### src/rtl/board_tx_formatter.sv
// board_tx_formatter
//   Renders a 3x3 tic-tac-toe board, cursor and side-to-move as an ASCII text
//   frame and streams it one byte at a time to a UART transmitter.
//
//   Frame layout:
//     [ESC '[' 'H']                      optional home-cursor prefix
//     3 rows of: s0 c0 s1 c1 s2 c2 s3 CR LF
//     status:    'X'|'O' CR LF
//   A separator is ' ' except around the cursor cell, which is bracketed.
//
// Ports
//   clk         system clock
//   reset       synchronous, active-high reset
//   render_req  request one frame (level sampled each cycle)
//   board[17:0] cell i = board[2i+1:2i], row-major; 00 empty, 01 X, 10 O, 11 invalid
//   cursor[3:0] selected cell 0..8; 9..15 shows no cursor
//   turn        side to move: 0 = X, 1 = O
//   tx_data     byte to transmit
//   tx_valid    tx_data is valid
//   tx_ready    transmitter accepts the byte this cycle
//   busy        a frame is in progress (including the DONE cycle)
//   frame_done  one-cycle pulse after the last byte of a frame is accepted
//   state_dbg   current FSM state, for observation only
//
// Handshake: a byte transfers on a cycle where tx_valid & tx_ready. tx_valid,
// once raised, stays high with tx_data stable until that transfer happens; the
// following byte (if any) is presented the very next cycle.
module board_tx_formatter #(
  parameter bit         CLEAR_SCREEN = 1'b1,
  parameter logic [7:0] EMPTY_CHAR   = 8'h2E
) (
  input  logic        clk,
  input  logic        reset,
  input  logic        render_req,
  input  logic [17:0] board,
  input  logic [3:0]  cursor,
  input  logic        turn,
  output logic [7:0]  tx_data,
  output logic        tx_valid,
  input  logic        tx_ready,
  output logic        busy,
  output logic        frame_done,
  output logic [2:0]  state_dbg
);

  typedef enum logic [2:0] {
    S_IDLE   = 3'd0,
    S_CLEAR  = 3'd1,
    S_ROWS   = 3'd2,
    S_STATUS = 3'd3,
    S_DONE   = 3'd4
  } state_t;

  localparam state_t START_STATE = CLEAR_SCREEN ? S_CLEAR : S_ROWS;

  state_t      state, next_state;
  logic [17:0] snap_board;
  logic [3:0]  snap_cursor;
  logic        snap_turn;
  logic        pending;
  logic [3:0]  byte_idx;   // position within the current section, 0..8
  logic [1:0]  row_idx;    // 0..2, held at 2 through STATUS

  logic        accept;
  logic        last_in_section;
  logic        capture;

  // Cursor location decoded from the frozen snapshot
  logic        cur_on;
  logic [1:0]  cur_row;
  logic [1:0]  cur_col;

  logic [3:0]  cell_sel;
  logic [4:0]  cell_lo;
  logic [1:0]  cell_code;
  logic [1:0]  sep_j;

  function automatic logic [7:0] cell_char(input logic [1:0] code);
    case (code)
      2'b00:   cell_char = EMPTY_CHAR;
      2'b01:   cell_char = 8'h58;
      2'b10:   cell_char = 8'h4F;
      default: cell_char = 8'h3F;
    endcase
  endfunction

  assign accept = tx_valid & tx_ready;

  // ---------------------------------------------------------------------------
  // Next-state logic
  // ---------------------------------------------------------------------------
  always_comb begin
    next_state      = state;
    last_in_section = 1'b0;
    capture         = 1'b0;
    case (state)
      S_IDLE: begin
        if (render_req) begin
          capture    = 1'b1;
          next_state = START_STATE;
        end
      end
      S_CLEAR: begin
        last_in_section = (byte_idx == 4'd2);
        if (accept && last_in_section) next_state = S_ROWS;
      end
      S_ROWS: begin
        last_in_section = (byte_idx == 4'd8);
        if (accept && last_in_section && row_idx == 2'd2) next_state = S_STATUS;
      end
      S_STATUS: begin
        last_in_section = (byte_idx == 4'd2);
        if (accept && last_in_section) next_state = S_DONE;
      end
      S_DONE: begin
        // A request arriving in the DONE cycle itself is merged with pending.
        if (pending || render_req) begin
          capture    = 1'b1;
          next_state = START_STATE;
        end else begin
          next_state = S_IDLE;
        end
      end
      default: next_state = S_IDLE;
    endcase
  end

  // ---------------------------------------------------------------------------
  // State, snapshot, pending flag and indices
  // ---------------------------------------------------------------------------
  always_ff @(posedge clk) begin
    if (reset) begin
      state       <= S_IDLE;
      snap_board  <= '0;
      snap_cursor <= '0;
      snap_turn   <= 1'b0;
      pending     <= 1'b0;
      byte_idx    <= '0;
      row_idx     <= '0;
    end else begin
      state <= next_state;

      if (capture) begin
        snap_board  <= board;
        snap_cursor <= cursor;
        snap_turn   <= turn;
      end

      // DONE always consumes the pending request (or there was none).
      if (state == S_DONE) pending <= 1'b0;
      else if (state != S_IDLE && render_req) pending <= 1'b1;

      if (capture) begin
        byte_idx <= '0;
        row_idx  <= '0;
      end else if (accept) begin
        if (last_in_section) begin
          byte_idx <= '0;
          if (state == S_ROWS && row_idx != 2'd2) row_idx <= row_idx + 2'd1;
        end else begin
          byte_idx <= byte_idx + 4'd1;
        end
      end
    end
  end

  // ---------------------------------------------------------------------------
  // Byte generation
  // ---------------------------------------------------------------------------
  always_comb begin
    cur_on  = 1'b1;
    cur_row = 2'd0;
    cur_col = 2'd0;
    case (snap_cursor)
      4'd0: begin cur_row = 2'd0; cur_col = 2'd0; end
      4'd1: begin cur_row = 2'd0; cur_col = 2'd1; end
      4'd2: begin cur_row = 2'd0; cur_col = 2'd2; end
      4'd3: begin cur_row = 2'd1; cur_col = 2'd0; end
      4'd4: begin cur_row = 2'd1; cur_col = 2'd1; end
      4'd5: begin cur_row = 2'd1; cur_col = 2'd2; end
      4'd6: begin cur_row = 2'd2; cur_col = 2'd0; end
      4'd7: begin cur_row = 2'd2; cur_col = 2'd1; end
      4'd8: begin cur_row = 2'd2; cur_col = 2'd2; end
      default: cur_on = 1'b0;
    endcase
  end

  // Odd positions 1,3,5 are cells (column = idx[2:1]); even positions 0..6
  // are separators s0..s3 (index = idx[2:1]).
  always_comb begin
    sep_j     = byte_idx[2:1];
    cell_sel  = ({2'b00, row_idx} * 4'd3) + {2'b00, byte_idx[2:1]};
    cell_lo   = {cell_sel, 1'b0};
    cell_code = snap_board[cell_lo +: 2];
  end

  always_comb begin
    tx_data    = 8'h00;
    tx_valid   = 1'b0;
    busy       = (state != S_IDLE);
    frame_done = (state == S_DONE);
    state_dbg  = state;
    case (state)
      S_CLEAR: begin
        tx_valid = 1'b1;
        case (byte_idx)
          4'd0:    tx_data = 8'h1B;
          4'd1:    tx_data = 8'h5B;
          default: tx_data = 8'h48;
        endcase
      end
      S_ROWS: begin
        tx_valid = 1'b1;
        case (byte_idx)
          4'd7: tx_data = 8'h0D;
          4'd8: tx_data = 8'h0A;
          default: begin
            if (byte_idx[0]) begin
              tx_data = cell_char(cell_code);
            end else if (cur_on && cur_row == row_idx && sep_j == cur_col) begin
              tx_data = 8'h5B;
            end else if (cur_on && cur_row == row_idx &&
                         {1'b0, sep_j} == ({1'b0, cur_col} + 3'd1)) begin
              tx_data = 8'h5D;
            end else begin
              tx_data = 8'h20;
            end
          end
        endcase
      end
      S_STATUS: begin
        tx_valid = 1'b1;
        case (byte_idx)
          4'd0:    tx_data = snap_turn ? 8'h4F : 8'h58;
          4'd1:    tx_data = 8'h0D;
          default: tx_data = 8'h0A;
        endcase
      end
      default: ;
    endcase
  end

endmodule

### config.mk
export PLATFORM = sky130hd
export DESIGN_NAME = board_tx_formatter
export DESIGN_NICKNAME = d
export VERILOG_FILES = /design/src/rtl/board_tx_formatter.sv
export SDC_FILE = /design/constraint.sdc
export NUM_CORES = 1
export LEC_CHECK = 0
export CORE_MARGIN = 10
export CORE_UTILIZATION = 32
export CTS_CLUSTER_DIAMETER = 80
export DETAILED_ROUTE_END_ITERATION = 7
export DONT_BUFFER_PORTS = 1
export GPL_ROUTABILITY_DRIVEN = 0
export SYNTH_ARGS = -nofsm -noshare
export SYNTH_HDL_FRONTEND = slang
export SYNTH_SLANG_ARGS = --single-unit
### constraint.sdc
create_clock -name clk -period 4.2 [get_ports clk]
set_input_delay 0.42 -clock clk [delete_from_list [all_inputs] [get_ports clk]]
set_output_delay 0.42 -clock clk [all_outputs]
set_load 0.01 [all_outputs]
==> metrics <==
first-pass GRT wire length=8640 um; largest family of logic cells by synthesized area=simple AND/OR/NAND/NOR gates; pre-CTS setup slack=0.417 ns; multiplexer share of the synthesized area=0.0651; sequential share of the synthesized area=0.301; final core occ=0.350; Leak=0.871 nW; Final Slew Violations=0; CP Class=reg -> out; Post-synth top cells=nand2_1 (60), a21oi_1 (34), dfxtp_1 (33); Tot Pwr=approximately 800 uW; simple-gate area share of the yosys netlist=0.268; Via-to-Cell Ratio=5.38; final setup violation count=0; DRC Markers=0; I/O pin count=41; antenna violations before repair=0; top cell type's share of synthesized area=0.301; vias in the first global route=between 1,500 and 2,000; Worst-Margin Slew=0.738 ns; number of flops mapped to enable cells by yosys=0; final WL=5160 um; min Tclk post-route=3.89 ns; non-filler cells, final=roughly 340; clk sink count=33; multi-input logic area=between 1000 and 1500 sq um; crit path capture type=output pin; n_diodes=0; cts bufs inserted=5; root buffer cell=clkbuf_8; period utilization=0.926; Ys Warns=0; Power Density=338 nW/um^2; crit path max fanout=7; CORE AREA=6720 sq um; relative slew slack=0.508; CP Data Required Time=~3.8 ns; grt ovf=0; Final WS setup=0.309 ns; first drt pass iteration count=4; Critical-path top delay cell=fa_1; cell-by-cell trace of the critical path=fa_1 > ha_1 > fa_1 > nor4b_2 > nand2_1 > o21ai_1 > inv_1 > ha_1 > inv_1 > a211oi_1 > o31a_1; die width=103 um; Starting Density=0.326; post-route cell area=2350 sq um; Area Overhead vs Synth=7.19%; Post-Synth Adder-Cell Area=0.0868; syn avg cell area=~8 sq um; Initial DRC Count=125; NumNets Final=304; clk buf depth=2; via count=1,850; Reg clk slew, reported paths=0.08 ns; setup_tns=0 ns; Cells after Synth=272; Placed Cells incl. Taps=336; Worst path max stage delay=about 0.53 ns; Post-DRT Antenna Nets=0; Fin. Hold Viols=0; DP Wirelength=3950 um; #FFs+latches synth=33; async set-or-reset flop fraction in the synthesized netlist=0; Fmax=roughly 260 MHz; syn_nets=313; Hold Worst Slack=0.197 ns; Die ar.=approximately 11,000 sq um; Cell Area, Placed=roughly 2200 sq um; Most used DFF post-synth=dfxtp_1; Worst IR Drop VDD=0.228 mV; Rows=30; synth top area cells=dfxtp_1 (30%), nand2_1 (10%), a21oi_1 (7.8%); share of layout cells above drive strength 1=0.114; status=complete, no violations; gr usage total=0.102; count leader, synth=nand2_1; Die Y=103 um; post-synth design cell area=~2200 sq um; XOR/XNOR share of the synthesized area=0.0354; RSZ-0062 raised after global routing=false; Fill cells=693; DR WL/cell=around 15 um; Yosys cell types=53; Worst-Skew Late Latency=~0.28 ns; CP Launch Type=flip-flop; Synth Area in Compound Gates=0.185; Storage cell area=about 660 sq um; largest net degree at the start of global routing=31; IO buf count=0; hold crit path type=in -> reg; hold buffers post-CTS=0; CTS H-Tree Depth=2; Yosys top cell by area=dfxtp_1; post-CTS setup buffers=0; CTS tree=yes; CP arrival=between 3 and 4 ns; Setup Skew=between 0.008 and 0.009 ns; Max Cap Violations=0
==> layer usage <==
metal  wire (um)  GRT usage
met2        2330      0.153
met5           0          0
met3         355     0.0422
met1        2420      0.131
met4          59     0.0257
==> area by class of cell <==
cell class	instances	area share
Sequential cell	33	0.282
Multi-Input combinational cell	211	0.604
Clock inverter	2	0.0160
Clock buffer	6	0.0351
Inverter	11	0.0176
Tap cell	80	0.0426
Timing Repair Buffer	1	0.00319
==> worst max-delay path: cells and delay by family (launching register included) <==
kind / cells / cell delay (ns)
fa+ha+maj: 4 / 1.51
compound gates: 3 / 0.69
flops: 1 / 0.49
simple gates: 2 / 0.38
buf+inv: 2 / 0.14
==> flip-flops by register name (all words and copies together) (netlist names) <==
signal,cells
byte_idx,4
snap_turn,1
snap_cursor,4
pending,1
state_dbg,3
snap_board,18
row_idx,2
==> repair_timing <==
item,4_1_cts,5_1_grt
setup endpoints to repair,0,5
gates resized for setup,0,3
hold endpoints to repair,0,0
==> placed cells by master (no fill, tap or decap), drive strengths merged, types with 2 or more instances in the layout <==
master / n
or2: 2
nor4b: 3
dfxtp: 33
ha: 12
xor2: 2
or3: 2
nor2: 13
a21oi: 34
xnor2: 6
a32oi: 2
nand2b: 5
nand3: 6
and3b: 2
nand4: 3
nor3: 4
clkbuf: 6
a31oi: 9
o21ai: 11
mux4: 4
nand3b: 4
mux2i: 4
nand4b: 2
fa: 2
nor3b: 2
inv: 11
nand2: 60
or4b: 2
==> power breakdown <==
group,internal (mW),total (mW),switching [mW]
clock,0.193,0.316,0.123
combinational,0.0518,0.127,0.0753
sequential,0.331,0.351,0.0203
==> final timing paths <==
| check | from | end | slack [ns] | depth (start not counted) |
|---|---|---|---|---|
| max reg2reg | byte_idx[0]$_SDFFE_PP0P_ | row_idx[1]$_SDFFE_PP0P_ | 1.95 | 7 |
| min | reset | state_dbg[0]$_SDFFE_PP0P_ | 0.20 | 1 |
| min reg2reg | snap_board[2]$_SDFFE_PP0P_ | snap_board[2]$_SDFFE_PP0P_ | 0.45 | 2 |
| max | row_idx[0]$_SDFFE_PP0P_ | tx_data[5] | 0.31 | 11 |
==> cells by family after synthesis <==
logic type	count (synthesis)
xor+xnor	8
compound gates	66
flops	33
simple gates	114
buf+inv	28
other cells	1
mux	8
fa+ha+maj	14
Power figures use the tool's default switching activity.
